## src/rtl/node_pkg.sv

```systemverilog
// Types shared by the router, the links and the local flit ports of one node.
package node_pkg;

  localparam int FLIT_SIZE = 82;

  typedef logic [FLIT_SIZE-1:0] flit_t;

  typedef enum logic {
    IDLE = 1'b0,
    GAP  = 1'b1
  } issueState_t;

endpackage

```

## src/rtl/sync_fifo.sv

```systemverilog
// Single-clock FIFO with registered read data; the popped word is valid the
// cycle after the pop.
module sync_fifo #(
  parameter int WIDTH = 8,
  parameter int DEPTH = 8
) (
  input  logic                     clk,
  input  logic                     rst,
  input  logic                     i_push,
  input  logic [WIDTH-1:0]         i_pushData,
  input  logic                     i_pop,
  output logic [WIDTH-1:0]         o_popData,
  output logic                     o_full,
  output logic                     o_empty,
  output logic [$clog2(DEPTH):0]   o_count
);

  localparam int AW = $clog2(DEPTH);
  localparam int CW = AW + 1;

  logic [WIDTH-1:0] r_mem [DEPTH];
  logic [AW-1:0]    r_wrPtr;
  logic [AW-1:0]    r_rdPtr;
  logic [CW-1:0]    r_count;
  logic [WIDTH-1:0] r_popData;
  logic             w_wrEn;
  logic             w_rdEn;

  assign o_full    = (r_count == CW'(DEPTH));
  assign o_empty   = (r_count == '0);
  assign o_count   = r_count;
  assign o_popData = r_popData;

  // A full FIFO can still take a write when a read frees a slot the same cycle.
  assign w_wrEn = i_push && (!o_full || i_pop);
  assign w_rdEn = i_pop && !o_empty;

  always_ff @(posedge clk) begin
    if (w_wrEn) begin
      r_mem[r_wrPtr] <= i_pushData;
    end
  end

  always_ff @(posedge clk) begin
    if (rst) begin
      r_wrPtr   <= '0;
      r_rdPtr   <= '0;
      r_count   <= '0;
      r_popData <= '0;
    end else begin
      if (w_wrEn) begin
        r_wrPtr <= r_wrPtr + AW'(1);
      end
      if (w_rdEn) begin
        r_popData <= r_mem[r_rdPtr];
        r_rdPtr   <= r_rdPtr + AW'(1);
      end
      case ({w_wrEn, w_rdEn})
        2'b10:   r_count <= r_count + CW'(1);
        2'b01:   r_count <= r_count - CW'(1);
        default: r_count <= r_count;
      endcase
    end
  end

endmodule

```

## src/rtl/local_flit_port.sv

```systemverilog
// Local endpoint of one router direction: paced injection from a host FIFO,
// registered ejection toward the host, and wrap-around flit counters.
module local_flit_port #(
  parameter int FLIT_SIZE  = node_pkg::FLIT_SIZE,
  parameter int DEPTH      = 8,
  parameter int INJECT_GAP = 0
) (
  input  logic                 clk,
  input  logic                 rst,
  input  logic                 enable,
  input  logic [FLIT_SIZE-1:0] host_flit,
  input  logic                 host_valid,
  output logic                 host_ready,
  output logic [FLIT_SIZE-1:0] inject,
  output logic                 inject_valid,
  input  logic [FLIT_SIZE-1:0] eject,
  input  logic                 eject_valid,
  output logic [FLIT_SIZE-1:0] rx_flit,
  output logic                 rx_valid,
  output logic [31:0]          tx_count,
  output logic [31:0]          rx_count
);

  import node_pkg::*;

  localparam int CW = $clog2(DEPTH) + 1;
  localparam int GW = $clog2(INJECT_GAP + 2);

  logic                 w_push;
  logic                 w_pop;
  logic                 w_fifoFull;
  logic                 w_fifoEmpty;
  logic [CW-1:0]        w_fifoCount;
  logic [FLIT_SIZE-1:0] w_fifoData;
  logic [CW-1:0]        w_countNext;

  issueState_t          r_state;
  issueState_t          w_stateNext;
  logic [GW-1:0]        r_gapCount;
  logic [GW-1:0]        w_gapNext;

  logic                 r_hostReady;
  logic                 r_popPending;
  logic [FLIT_SIZE-1:0] r_inject;
  logic                 r_injectValid;
  logic [FLIT_SIZE-1:0] r_rxFlit;
  logic                 r_rxValid;
  logic [31:0]          r_txCount;
  logic [31:0]          r_rxCount;

  assign w_push      = host_valid && r_hostReady && !w_fifoFull;
  assign w_countNext = w_fifoCount + CW'(w_push) - CW'(w_pop);

  sync_fifo #(
    .WIDTH (FLIT_SIZE),
    .DEPTH (DEPTH)
  ) u_fifo (
    .clk        (clk),
    .rst        (rst),
    .i_push     (w_push),
    .i_pushData (host_flit),
    .i_pop      (w_pop),
    .o_popData  (w_fifoData),
    .o_full     (w_fifoFull),
    .o_empty    (w_fifoEmpty),
    .o_count    (w_fifoCount)
  );

  // The gap counter runs regardless of enable so pacing is never stretched.
  always_comb begin
    w_stateNext = r_state;
    w_gapNext   = r_gapCount;
    w_pop       = 1'b0;
    case (r_state)
      IDLE: begin
        if (!w_fifoEmpty && enable) begin
          w_pop = 1'b1;
          if (INJECT_GAP > 0) begin
            w_stateNext = GAP;
            w_gapNext   = GW'(INJECT_GAP);
          end
        end
      end
      GAP: begin
        w_gapNext = r_gapCount - GW'(1);
        if (r_gapCount <= GW'(1)) begin
          w_stateNext = IDLE;
        end
      end
      default: begin
        w_stateNext = IDLE;
        w_gapNext   = '0;
      end
    endcase
  end

  always_ff @(posedge clk) begin
    if (rst) begin
      r_state    <= IDLE;
      r_gapCount <= '0;
    end else begin
      r_state    <= w_stateNext;
      r_gapCount <= w_gapNext;
    end
  end

  // The popped word arrives from the FIFO one cycle after the pop, so the
  // pending flag lines it up with the inject register load.
  always_ff @(posedge clk) begin
    if (rst) begin
      r_hostReady   <= 1'b0;
      r_popPending  <= 1'b0;
      r_inject      <= '0;
      r_injectValid <= 1'b0;
      r_rxFlit      <= '0;
      r_rxValid     <= 1'b0;
      r_txCount     <= '0;
      r_rxCount     <= '0;
    end else begin
      r_hostReady   <= (w_countNext < CW'(DEPTH));
      r_popPending  <= w_pop;
      r_injectValid <= r_popPending;
      if (r_popPending) begin
        r_inject  <= w_fifoData;
        r_txCount <= r_txCount + 32'd1;
      end
      r_rxFlit  <= eject;
      r_rxValid <= eject_valid;
      if (eject_valid) begin
        r_rxCount <= r_rxCount + 32'd1;
      end
    end
  end

  assign host_ready   = r_hostReady;
  assign inject       = r_inject;
  assign inject_valid = r_injectValid;
  assign rx_flit      = r_rxFlit;
  assign rx_valid     = r_rxValid;
  assign tx_count     = r_txCount;
  assign rx_count     = r_rxCount;

endmodule

```

## config.mk

```make
export PLATFORM = sky130hd
export DESIGN_NAME = local_flit_port
export DESIGN_NICKNAME = d
export VERILOG_FILES = /design/src/rtl/node_pkg.sv /design/src/rtl/sync_fifo.sv /design/src/rtl/local_flit_port.sv
export SDC_FILE = /design/constraint.sdc
export NUM_CORES = 1
export LEC_CHECK = 0
export ABC_AREA = 0
export CAP_MARGIN = 5
export CORE_ASPECT_RATIO = 1.25
export CORE_MARGIN = 2
export CORE_UTILIZATION = 50
export DETAILED_ROUTE_END_ITERATION = 6
export GPL_TIMING_DRIVEN = 0
export MAX_ROUTING_LAYER = met4
export PLACE_DENSITY = 0.72
export SLEW_MARGIN = 0
export SYNTH_ARGS = -nofsm -noshare
export SYNTH_HDL_FRONTEND = slang
export SYNTH_SLANG_ARGS = --single-unit
```

## constraint.sdc

```tcl
create_clock -name clk -period 19.5 [get_ports clk]
set_input_delay 4.875 -clock clk [delete_from_list [all_inputs] [get_ports clk]]
set_output_delay 4.875 -clock clk [all_outputs]
set_load 0.05 [all_outputs]
```

## Yosys cells after proc, flatten, opt, wreduce, memory -nomap -nowiden

Memory sizes are Yosys's and may differ from the RTL's. A register that Yosys moved wholly into a read port is not among the register bits.
Cells that the tools add are included.
W data, S select, Z words.

| operators by class | value |
|---|---|
| equal/unequal tests | 3 |
| mux-type cells | 6 |
| bitwise logic cells | 1 |
| $add $sub $neg | 9 |
| reduce and logical (&&, ||, !) cells | 11 |
| order comparisons | 2 |

Operator list:

| cell | count |
|---|---|
| $add A32 B1 Y32 const B | 2 |
| $pmux W4 S2 | 1 |
| $add A3 B1 Y3 const B | 2 |
| $logic_and A1 B1 Y1 | 5 |
| $mux W1 | 5 |
| $add A4 B1 Y4 | 1 |
| $add A4 B1 Y4 const B | 1 |
| $eq A4 B4 Y1 const B | 1 |
| $logic_not A4 Y1 | 1 |
| $lt A4 B4 Y1 const B | 1 |
| $sub A4 B1 Y4 | 1 |
| $sub A4 B1 Y4 const B | 1 |
| $eq A2 B1 Y1 const B | 1 |
| $eq A2 B2 Y1 const B | 1 |
| $logic_not A1 Y1 | 2 |
| $reduce_bool A2 Y1 | 1 |
| $reduce_or A2 Y1 | 1 |
| $le A1 B1 Y1 const B | 1 |
| $logic_or A1 B1 Y1 | 1 |
| $not A1 Y1 | 1 |
| $sub A1 B1 Y1 const B | 1 |

| word-level totals | value |
|---|---|
| input port bits | 169 |
| RAM bits | 656 |
| word-level logic and storage cells | 46 |
| memories | 1 |
| flip-flop bits (word level) | 244 |
| output and inout bits | 231 |

Memories:

| memory | depth | width | read ports | clocked after Yosys merged registers in | wr ports | line | RTL |
|---|---|---|---|---|---|---|---|
| u_fifo.r_mem | 8 | 82 | 1 | 1 | 1 | sync_fifo.sv:21 | `logic [WIDTH-1:0] r_mem [DEPTH];` |

## Longest topological paths before layout

Gate-level depths: netlist of run 1.

| logic depth | value |
|---|---|
| word-level depth | 9 |
| mapped depth | 14 |
| gate-level depth less buffers | 12 |

## Hierarchy

Synthesis of run 1 repeated with hierarchy kept, for this count alone.

| second synthesis, totals | value |
|---|---|
| cells, all modules | 2,107 |
| area total of the unflattened synthesis | 35,958.2 sq um |

By module, submodules not included:

| module | area an instance (sq um) | seq. area each (sq um) | instances | cells an instance |
|---|---|---|---|---|
| sync_fifo | 27,706.6 | 21,540.7 | 1 | 1,291 |
| local_flit_port | 8,251.7 | 4,644.5 | 1 | 816 |

## Worst setup path after synthesis of run 1

Ideal clock, no wire load.

| timing path | value |
|---|---|
| path type | input to register |
| start | input port host_valid |
| end | memory u_fifo.r_mem[2][0] (netlist name) (enable) |
| path buffers | 0 |
| arrival | 13,932 ps |
| cell stages on the path | 4 |
| library setup time | 753 ps |
| required time | 18,747 ps |
| setup slack | 4,816 ps |
| path through | nand2_1 a21oi_1 clkinv_1 nor4b_1 |

| between the ends | value |
|---|---|
| cells in the longest elaborated chain, start to end | 5 |

RTL lines:

| what | line | RTL |
|---|---|---|
| from (decl) | local_flit_port.sv:12 | `input logic host_valid,` |
| $logic_and A1 B1 Y1 (2 in a row) | local_flit_port.sv:51 | `assign w_push = host_valid && r_hostReady && !w_fifoFull;` |
| $logic_and A1 B1 Y1 | sync_fifo.sv:35 | `assign w_wrEn = i_push && (!o_full \|\| i_pop);` |
| $mux W1 | sync_fifo.sv:39 | `if (w_wrEn) begin` |
| $mux W1 (not written as such) | sync_fifo.sv:40 | `r_mem[r_wrPtr] <= i_pushData;` |
| to (decl) | sync_fifo.sv:21 |  |

Every way passes these cells.

## Worst setup path in the final report of run 1

| timing path | value |
|---|---|
| start | input port enable |
| end | register u_fifo.r_count[2], in the netlist u_fifo.o_count[2] |

| between the ends | value |
|---|---|
| elaborated cells on any way between the ends | 10 |
| classes of those cells | 2 x eq/ne; 3 x mux; 5 x reduce/logical |

RTL lines:

| what | line | RTL |
|---|---|---|
| from (decl) | local_flit_port.sv:10 | `input logic enable,` |
| $logic_and A1 B1 Y1 * | local_flit_port.sv:76 | `if (!w_fifoEmpty && enable) begin` |
| $mux W1 * | local_flit_port.sv:76 |  |
| $mux W1 * | local_flit_port.sv:74 | `case (r_state)` |
| $logic_and A1 B1 Y1 * | sync_fifo.sv:36 | `assign w_rdEn = i_pop && !o_empty;` |
| net u_fifo.w_rdEn | sync_fifo.sv:27 | `logic w_rdEn;` |
| $eq A2 B1 Y1 / $eq A2 B2 Y1 (equally long branches) | sync_fifo.sv:58 | `case ({w_wrEn, w_rdEn})` |
| $pmux W4 S2 / $reduce_bool A2 Y1 (equally long branches) | -- |  |
| to (signal assigned) | sync_fifo.sv:59 | `2'b10: r_count <= r_count + CW'(1);` |
| to (signal assigned) | sync_fifo.sv:60 | `2'b01: r_count <= r_count - CW'(1);` |
| to (signal assigned) | sync_fifo.sv:61 | `default: r_count <= r_count;` |
| to (decl) | sync_fifo.sv:24 | `logic [CW-1:0] r_count;` |

Mark *: on every way through the listed nets, which the timed path passes. The rest lies on a longest branch.
A chain may end at the register's enable or synchronous reset.

==> results_dict.tcl, run 1 <==
set metrics [dict create \
    status "finished clean" \
    rsz0062_at_grt "false" \
    fp.dieH_um 304 \
    fin_crit_ps 8060 \
    cts_hold_buf 0 \
    track_usage_pct 24.7 \
    portBuffers 397 \
    pre_cts_ws_ps 10830 \
    worst_pin_slew_ps 1320 \
    dieWidth_um 244 \
    yosysUniqueCellTypes 42 \
    via_per_inst 5.60 \
    grt_first_pass_wirelength_mm 132 \
    setup_viol 0 \
    grt_pass1_vias 21550 \
    hold_end "u_fifo.o_popData[11]" \
    relSlewSlack_pct 11.9 \
    antenna_left 0 \
    reg2regPathDepth 14 \
    core_mm2 0.0709 \
    drtIter0Drc 1680 \
    synth_edf_count 656 \
    grt.overflow.total 0 \
    grt_max_degree 25 \
    dp_hpwl_mm 64.0 \
    tritoncts "yes" \
    r2r_end "u_fifo.o_count[2]" \
    ctsResizeCount 0 \
    min-delay-start "u_fifo.o_popData[11]" \
    avgSynthCellArea_um2 17.1 \
    period_share_pct 41.3 \
    ctsHtreeMaxLevel 3 \
    arrival_ps 8630 \
    synthCells 2105 \
    nets 2868 \
    final_area_mm2 0.0451 \
    end_kind "flop" \
    vias 20836 \
    antenna_found_initial 16 \
    synth_ff_type "edfxtp_1" \
    crit_fanout 11 \
    wl_met2_mm 47.5 \
    start_util_pct 50.6 \
    skew_ps 19.9 \
    place_congestion 0.993 \
    hold_path.class "flop to flop" \
    cap_violations 0 \
    placed_area_mm2 0.0421 \
    finalMaxSlewViolations 0 \
    root_buffer "clkbuf_16" \
    syn-num-nets 2286 \
    synth_area_mm2 0.0359 \
    cts_setup_buffers 0 \
    leakagePower_uw 0.0144 \
    fin_hold_ws_ps 497 \
    cts.path.max_buffers 3 \
    clock_latency_ps 640 \
    drc_errors 0 \
    synth_seq_cells 980 \
    clk_pin_slew_ps 60 \
    r2r_setup_slack_ps 15310 \
    wl_per_cell_um 24.1 \
    whs_path_depth 2 \
    ir_worst_vdd_mv 0.0752 \
    die_area_mm2 0.0740 \
    path_class "input port to flop" \
    fp-row-count 109 \
    fin_ws_ps 11440 \
    drt_pre_antenna_iters 5 \
    timing.fmax_mhz 124 \
    tritoncts.num_buffers 91 \
    io_pins 400 \
    routed_wirelength_mm 89.7 \
    yosysWarningCount 0 \
    synthArstFlopShare_pct 0 \
    synth-seq-area-share_pct 72.9 \
    wl_met1_mm 33.0 \
    hold_violations 0 \
    p_per_area_mw_per_mm2 113 \
    startpoint_type "input port" \
    final_cells 3722 \
    place_inst 3537 \
    top_layer "met4" \
    wl_met3_mm 5.71 \
    r2r-start "u_fifo.o_count[2]" \
    drive_above_1_share_pct 15.4 \
    area_growth_pct 25.5 \
    crit_required_ps 20070 \
    clock_sinks 980 \
]
==> power breakdown <==
| part | internal, uW | leakage, uW | switching (uW) |
|---|---|---|---|
| Sequential | 2380 | 0.00856 | 83.4 |
| Combinational | 378 | 0.00436 | 520 |
| Clock | 999 | 0.00144 | 750 |
==> cells by family after synthesis <==
family	count (synthesis)	share of synthesized area (%)
compound gates	179	3.31
xor+xnor	26	0.634
fa+ha+maj	12	0.418
buf+inv	153	1.72
flops	980	72.9
mux	333	15.0
simple gates	422	5.99
==> state kept, by name (all words and copies together) (netlist names) <==
signal / flops
u_fifo.r_mem: 656
inject: 82
rx_flit: 82
u_fifo.o_popData: 82
rx_count: 32
tx_count: 32
u_fifo.o_count: 4
u_fifo.r_rdPtr: 3
u_fifo.r_wrPtr: 3
host_ready: 1
inject_valid: 1
r_popPending: 1
rx_valid: 1
==> synthesized netlist by cell type, drive strengths merged (3+ instances only) <==
library cell,n,area [um2]
edfxtp,656,19700
dfxtp,324,6490
nor2,197,739
mux2i,167,1670
mux4,164,3690
clkbuf,91,342
nor2b,85,532
a211oi,83,623
a21oi,48,240
buf,38,186
or4,35,267
o31ai,30,225
nand2,24,90.1
inv,22,82.6
nand3,18,90.1
nand4,16,121
or3,15,93.8
o21ai,14,70.1
xnor2,14,123
ha,12,150
xor2,12,105
nor3,10,50.1
and4,7,61.3
nor4,3,18.8
==> cells in the final DEF, fill, tap and decap left out, drive strengths merged, types with 16 or more instances in the layout <==
cell type | netlist | final
edfxtp | 656 | 656
clkdlybuf4s50 | 0 | 397
dfxtp | 324 | 324
clkbuf | 91 | 217
nor2 | 197 | 197
mux2i | 167 | 167
mux4 | 164 | 164
buf | 38 | 130
nor2b | 85 | 85
a211oi | 83 | 83
a21oi | 48 | 48
or4 | 35 | 35
clkinv | 2 | 33
o31ai | 30 | 30
inv | 22 | 26
nand2 | 24 | 24
nand3 | 18 | 18
nand4 | 16 | 16
==> worst max-delay path by stage <==
stage	startpoint	to	slack, ps	cells after the start
final	enable	u_fifo.o_count[2]	11440	12
after global routing	enable	u_fifo.o_count[2]	11200	12
after detailed placement	enable	u_fifo.o_count[2]	10830	12
after global placement	host_valid	u_fifo.r_mem[2][34]	-4850	5
after CTS	enable	u_fifo.o_count[2]	11500	12
after floorplan	host_valid	u_fifo.r_mem[2][0]	4820	4
==> through the flow <==
stage	TNS, ps	power (uW)	util [%]
6_report	0	5110	63.5
4_1_cts	0	5150	63.5
3_5_place_dp	0	3410	59.3
5_1_grt	0	5300	63.5
2_1_floorplan	0	3090	-
3_3_place_gp	-1086100	3380	57.9
==> critical path, cell delays in order <==
cell             delay (ps)
clkdlybuf4s50_1         480
o31ai_1                 140
clkinv_1                200
clkbuf_1                990
clkbuf_1                550
ha_1                    350
xor2_1                  170
ha_1                    170
a21oi_1                  50
xor2_1                  170
or3_1                   310
a21oi_1                 140
==> routing by layer <==
metal,vias to the layer above,global-route usage [%]
li1,9310,-
met1,10595,27.5
met2,770,43.7
met3,161,4.47
met4,0,9.98
met5,-,-
==> cell type report <==
type,instances,area (um2)
Antenna cell,15,37.5
Buffer,129,528
Clock buffer,126,2550
Clock inverter,44,403
Fill cell,4915,25900
Inverter,24,90.1
Multi-Input combinational cell,972,9150
Sequential cell,980,26200
Tap cell,943,1180
Timing Repair Buffer,489,4930
No activity file was read; power rests on OpenSTA's default activity.
==> inputs of run 2 (changes only) <==
==> constraint.sdc (replaced) <==
create_clock -name clk -period 8.2 [get_ports clk]
set_input_delay 2.05 -clock clk [delete_from_list [all_inputs] [get_ports clk]]
set_output_delay 2.05 -clock clk [all_outputs]
set_load 0.05 [all_outputs]
==> run 2 against run 1 <==
Against the previous run:
- worst setup slack lost 8600 ps
- clock power rose by 140%
- flip-flop and latch count is the same
- core utilization is 0.092 points higher
- sequential share of layout area shrank 0.084 points
- critical path type unchanged
- first-iteration DRC count is 13% lower
- combinational power grew 140%
- global-route usage grew 0.58 points
==> results_dict.tcl, run 2 (synthesized netlist as in run 1, its figures left out) <==
set metrics [dict create \
    status "finished clean" \
    vias 20939 \
    largest_reg_flops 656 \
    worst_pin_slew_ps 1380 \
    fin_crit_ps 5320 \
    track_usage_pct 25.3 \
    rsz0062_at_grt "false" \
    n_fill_cell 4975 \
    place_congestion 0.951 \
    drt_pre_antenna_iters 5 \
    dp_hpwl_mm 65.2 \
    grt_max_degree 25 \
    root_buffer "clkbuf_16" \
    antenna_left 0 \
    p_per_area_mw_per_mm2 271 \
    die_area_mm2 0.0740 \
    place_inst 3534 \
    grt_first_pass_wirelength_mm 135 \
    fp-row-count 109 \
    grt.overflow.total 0 \
    fp.dieH_um 304 \
    cap_violations 0 \
    clock_latency_ps 660 \
    ir_worst_vdd_mv 0.221 \
    finalMaxSlewViolations 0 \
    routed_wirelength_mm 91.1 \
    leakagePower_uw 0.0144 \
    end_kind "flop" \
    startpoint_type "input port" \
    via_per_inst 5.63 \
    core_mm2 0.0709 \
    clock_sinks 980 \
    hold_path.class "flop to flop" \
    hold_violations 0 \
    crit_required_ps 8770 \
    io_pins 400 \
    ctsResizeCount 0 \
    drtIter0Drc 1454 \
    postLayoutCoreUtil_pct 63.6 \
    fin_setup_tns_ps 0 \
    antenna_found_initial 15 \
    drc_errors 0 \
    final_cell_mix "edfxtp_1 (656), clkdlybuf4s50_1 (397), dfxtp_1 (324)" \
    dieWidth_um 244 \
    tritoncts "yes" \
    setup_viol 0 \
    nets 2865 \
    pre_cts_ws_ps 2300 \
    cts.path.max_buffers 3 \
    skew_ps 24.8 \
    start_util_pct 50.6 \
    timing.fmax_mhz 188 \
    final_cells 3716 \
    drive_above_1_share_pct 15.9 \
    wl_per_cell_um 24.5 \
    crit_fanout 11 \
    cts_setup_buffers 0 \
    portBuffers 397 \
    cts_hold_buf 0 \
    period_share_pct 64.9 \
    fin_ws_ps 2880 \
    path_class "input port to flop" \
    largest_register "u_fifo.r_mem" \
    grt_pass1_vias 21731 \
    ctsHtreeMaxLevel 3 \
    arrival_ps 5890 \
    mostFrequentLayoutCell "edfxtp_1" \
    relSlewSlack_pct 7.92 \
    clk_pin_slew_ps 60 \
    area_growth_pct 25.7 \
    tritoncts.num_buffers 91 \
]
run 2: layout make-up:
cell class	instances	area [um2]	area share, %
flip-flops and latches	980	26200	58.0
well taps	943	1180	2.61
multi-input cells	972	9160	20.3
plain buffers	129	528	1.17
repair buffers	486	4950	11.0
inverters	24	90.1	0.200
diodes	13	32.5	0.0721
clock buffers	120	2550	5.65
clock inverters	49	448	0.993
run 2: final timing paths:
kind                startpoint           endpoint  slack (ps)  cells past startpoint
max                     enable  u_fifo.o_count[2]        2880                     12
max reg2reg  u_fifo.o_count[2]  u_fifo.o_count[2]        4010                     14
min                 inject[65]         inject[65]         500                      2
min reg2reg         inject[65]         inject[65]         500                      2
run 2: through the flow:
step	total power [uW]	hold WS (ps)	instance area (um2)
after floorplan	7350	464	35900
after global placement	8060	475	41100
after detailed placement	8120	483	42100
after CTS	12300	498	45100
after global routing	12700	511	45100
final	12200	498	45100
run 2: per-layer routing:
layer	track usage [%]	vias to the layer above	routed length, um
met5	-	-	0
met4	10.6	0	3230
met3	5.41	152	6610
met2	44.5	848	48800
met1	27.5	10617	32500
li1	-	9322	-
run 2: critical path: stages:
cell	delay (ps)
clkdlybuf4s50_1	480
o31ai_1	130
clkinv_1	200
clkbuf_1	1030
clkbuf_1	620
ha_1	360
xor2_1	170
ha_1	160
a21oi_1	40
xor2_1	170
or3_1	310
a21oi_1	140
run 2: where the power goes:
group | total, uW | switching, uW | internal (uW)
Clock | 4220 | 1800 | 2420
Sequential | 5860 | 196 | 5670
Combinational | 2140 | 1250 | 897
Total | 12200 | 3240 | 8980
==> edit (config.mk and constraints of run 2) <==
`FLIT_SIZE`: 82 -> 164.
--- a/src/rtl/node_pkg.sv
+++ b/src/rtl/node_pkg.sv
@@ -3,3 +3,3 @@
 
-  localparam int FLIT_SIZE = 82;
+  localparam int FLIT_SIZE = 164;
 
Interface: changed (resized eject, host_flit, inject and rx_flit); port bits go from 400 to 728. No check against the original RTL was run, so the function may have changed too.
==> edit against run 2 <==
  * Fmax rose by 8.6%
  * Cell area rose by 90%
  * Area after synthesis rose by 90%
  * Total power rose by 89%
  * Largest cell class unchanged
  * Critical endpoint unchanged
  * Worst setup slack improved by 0.42 ns
  * Synthesized cell count rose by 78%
  * Wire length rose by 110%
  * Clock power rose by 93%
  * Sequential cell count rose by 902
==> edit: results (changes against run 2) <==
[timing]
relSlewSlack_pct=19.2  ; +11 points
finalClockSkew_ns=0.0257  ; +0.000856 ns

[placement]
io_buffer_count=725  ; +83%
post_dp_cell_area_um2=79800  ; +90%
dpl.hpwl_um=134000  ; +110%
gp_congestion=0.928  ; -2.4%

[global_route]
antenna_found_initial=59  ; +44
grt_pass1_vias=38299  ; +76%
grt_pass1_wl_um=266000  ; +97%
track_usage_pct=27.6  ; +2.3 points
grt_max_degree=24  ; -4.0%

[detailed_routing]
dr.first_iter.drc_count=3019  ; +110%
drt-vias-per-instance=5.62  ; -0.30%
wl_um=187000  ; +110%

[cells_and_area]
largest_reg_flops=1312  ; +100%
fin_nets=5117  ; +79%

[synthesis]
synth-edff-count=1312  ; +100%
ys_seq_area_share_pct=74.5  ; +1.6 points
yosys-top-cells-count=edfxtp_1 (1312), dfxtp_1 (570), nor2_1 (401)
synth.distinct_cells=45  ; +7.1%
syn-num-nets=4092  ; +79%
synth.mux.area_fraction_pct=15.7  ; +0.71 points
synth_adder_area_share_pct=0.220  ; -0.20 points

[setup_path]
cpMaxStageDelayCell=buf_2
arrival_ns=5.63  ; -0.26 ns

[pwr]
peakVddDrop_mv=0.198  ; -10%

[worst_hold_path]
hold_start=inject[151]

[run_status]
status=finished, final reports clean

==> edit: final timing paths <==
check	end	depth (start not counted)	slack [ns]
min reg2reg	inject[151]	2	0.49
max reg2reg	u_fifo.o_count[2]	14	4.32
max	u_fifo.o_count[2]	12	3.30
min	inject[151]	2	0.49
==> edit: tightest hold or removal path: stages (launching register included) <==
cell and delay [ns]:
dfxtp_1 0.32, mux2i_1 0.06, nor2_1 0.07
==> edit: stage by stage <==
step | cells | utilization [%] | worst slack (ns) | TNS (ns)
after floorplan | 3747 | - | -0.00817 | -1.34
after global placement | 6231 | 57.4 | -6.12 | -6151.11
after detailed placement | 6351 | 58.9 | 2.49 | 0
after CTS | 6687 | 63.2 | 3.36 | 0
after global routing | 6723 | 63.3 | 3.22 | 0
final | 6726 | 63.3 | 3.30 | 0
==> edit: power breakdown <==
group          internal, uW  switching (uW)
registers             10700             250
logic                  1630            2340
clock network          4640            3510
==> edit: kinds of logic (layout without fill, tap and decap cells) <==
logic type | count (synthesis) | count (layout)
DFF | 1882 | 1882
other | 0 | 39
and+or+nand+nor | 706 | 706
adders and majority gates | 12 | 12
buffers and inverters | 237 | 1418
muxes | 660 | 660
AOI/OAI and AO/OA | 185 | 185
xor gates and xnor gates | 65 | 65
==> edit: routing by layer <==
metal / vias to the layer above / share of wire, % / track usage [%]
li1: 16561 / - / -
met1: 19395 / 37 / 32.3
met2: 1475 / 50 / 44.6
met3: 357 / 7.3 / 6.15
met4: 0 / 5.7 / 14.7
met5: - / 0 / -
==> edit: final cells by class <==
| cell class | instances | area [um2] |
|---|---|---|
| antenna | 39 | 97.6 |
| timing repair buffer | 845 | 9300 |
| sequential | 1882 | 50800 |
| clock buffer | 269 | 5110 |
| inverter | 15 | 56.3 |
| clock inverter | 67 | 691 |
| fill | 9501 | 49800 |
| buffer | 222 | 1100 |
| multi-input combinational | 1628 | 16300 |
| tap | 1759 | 2200 |
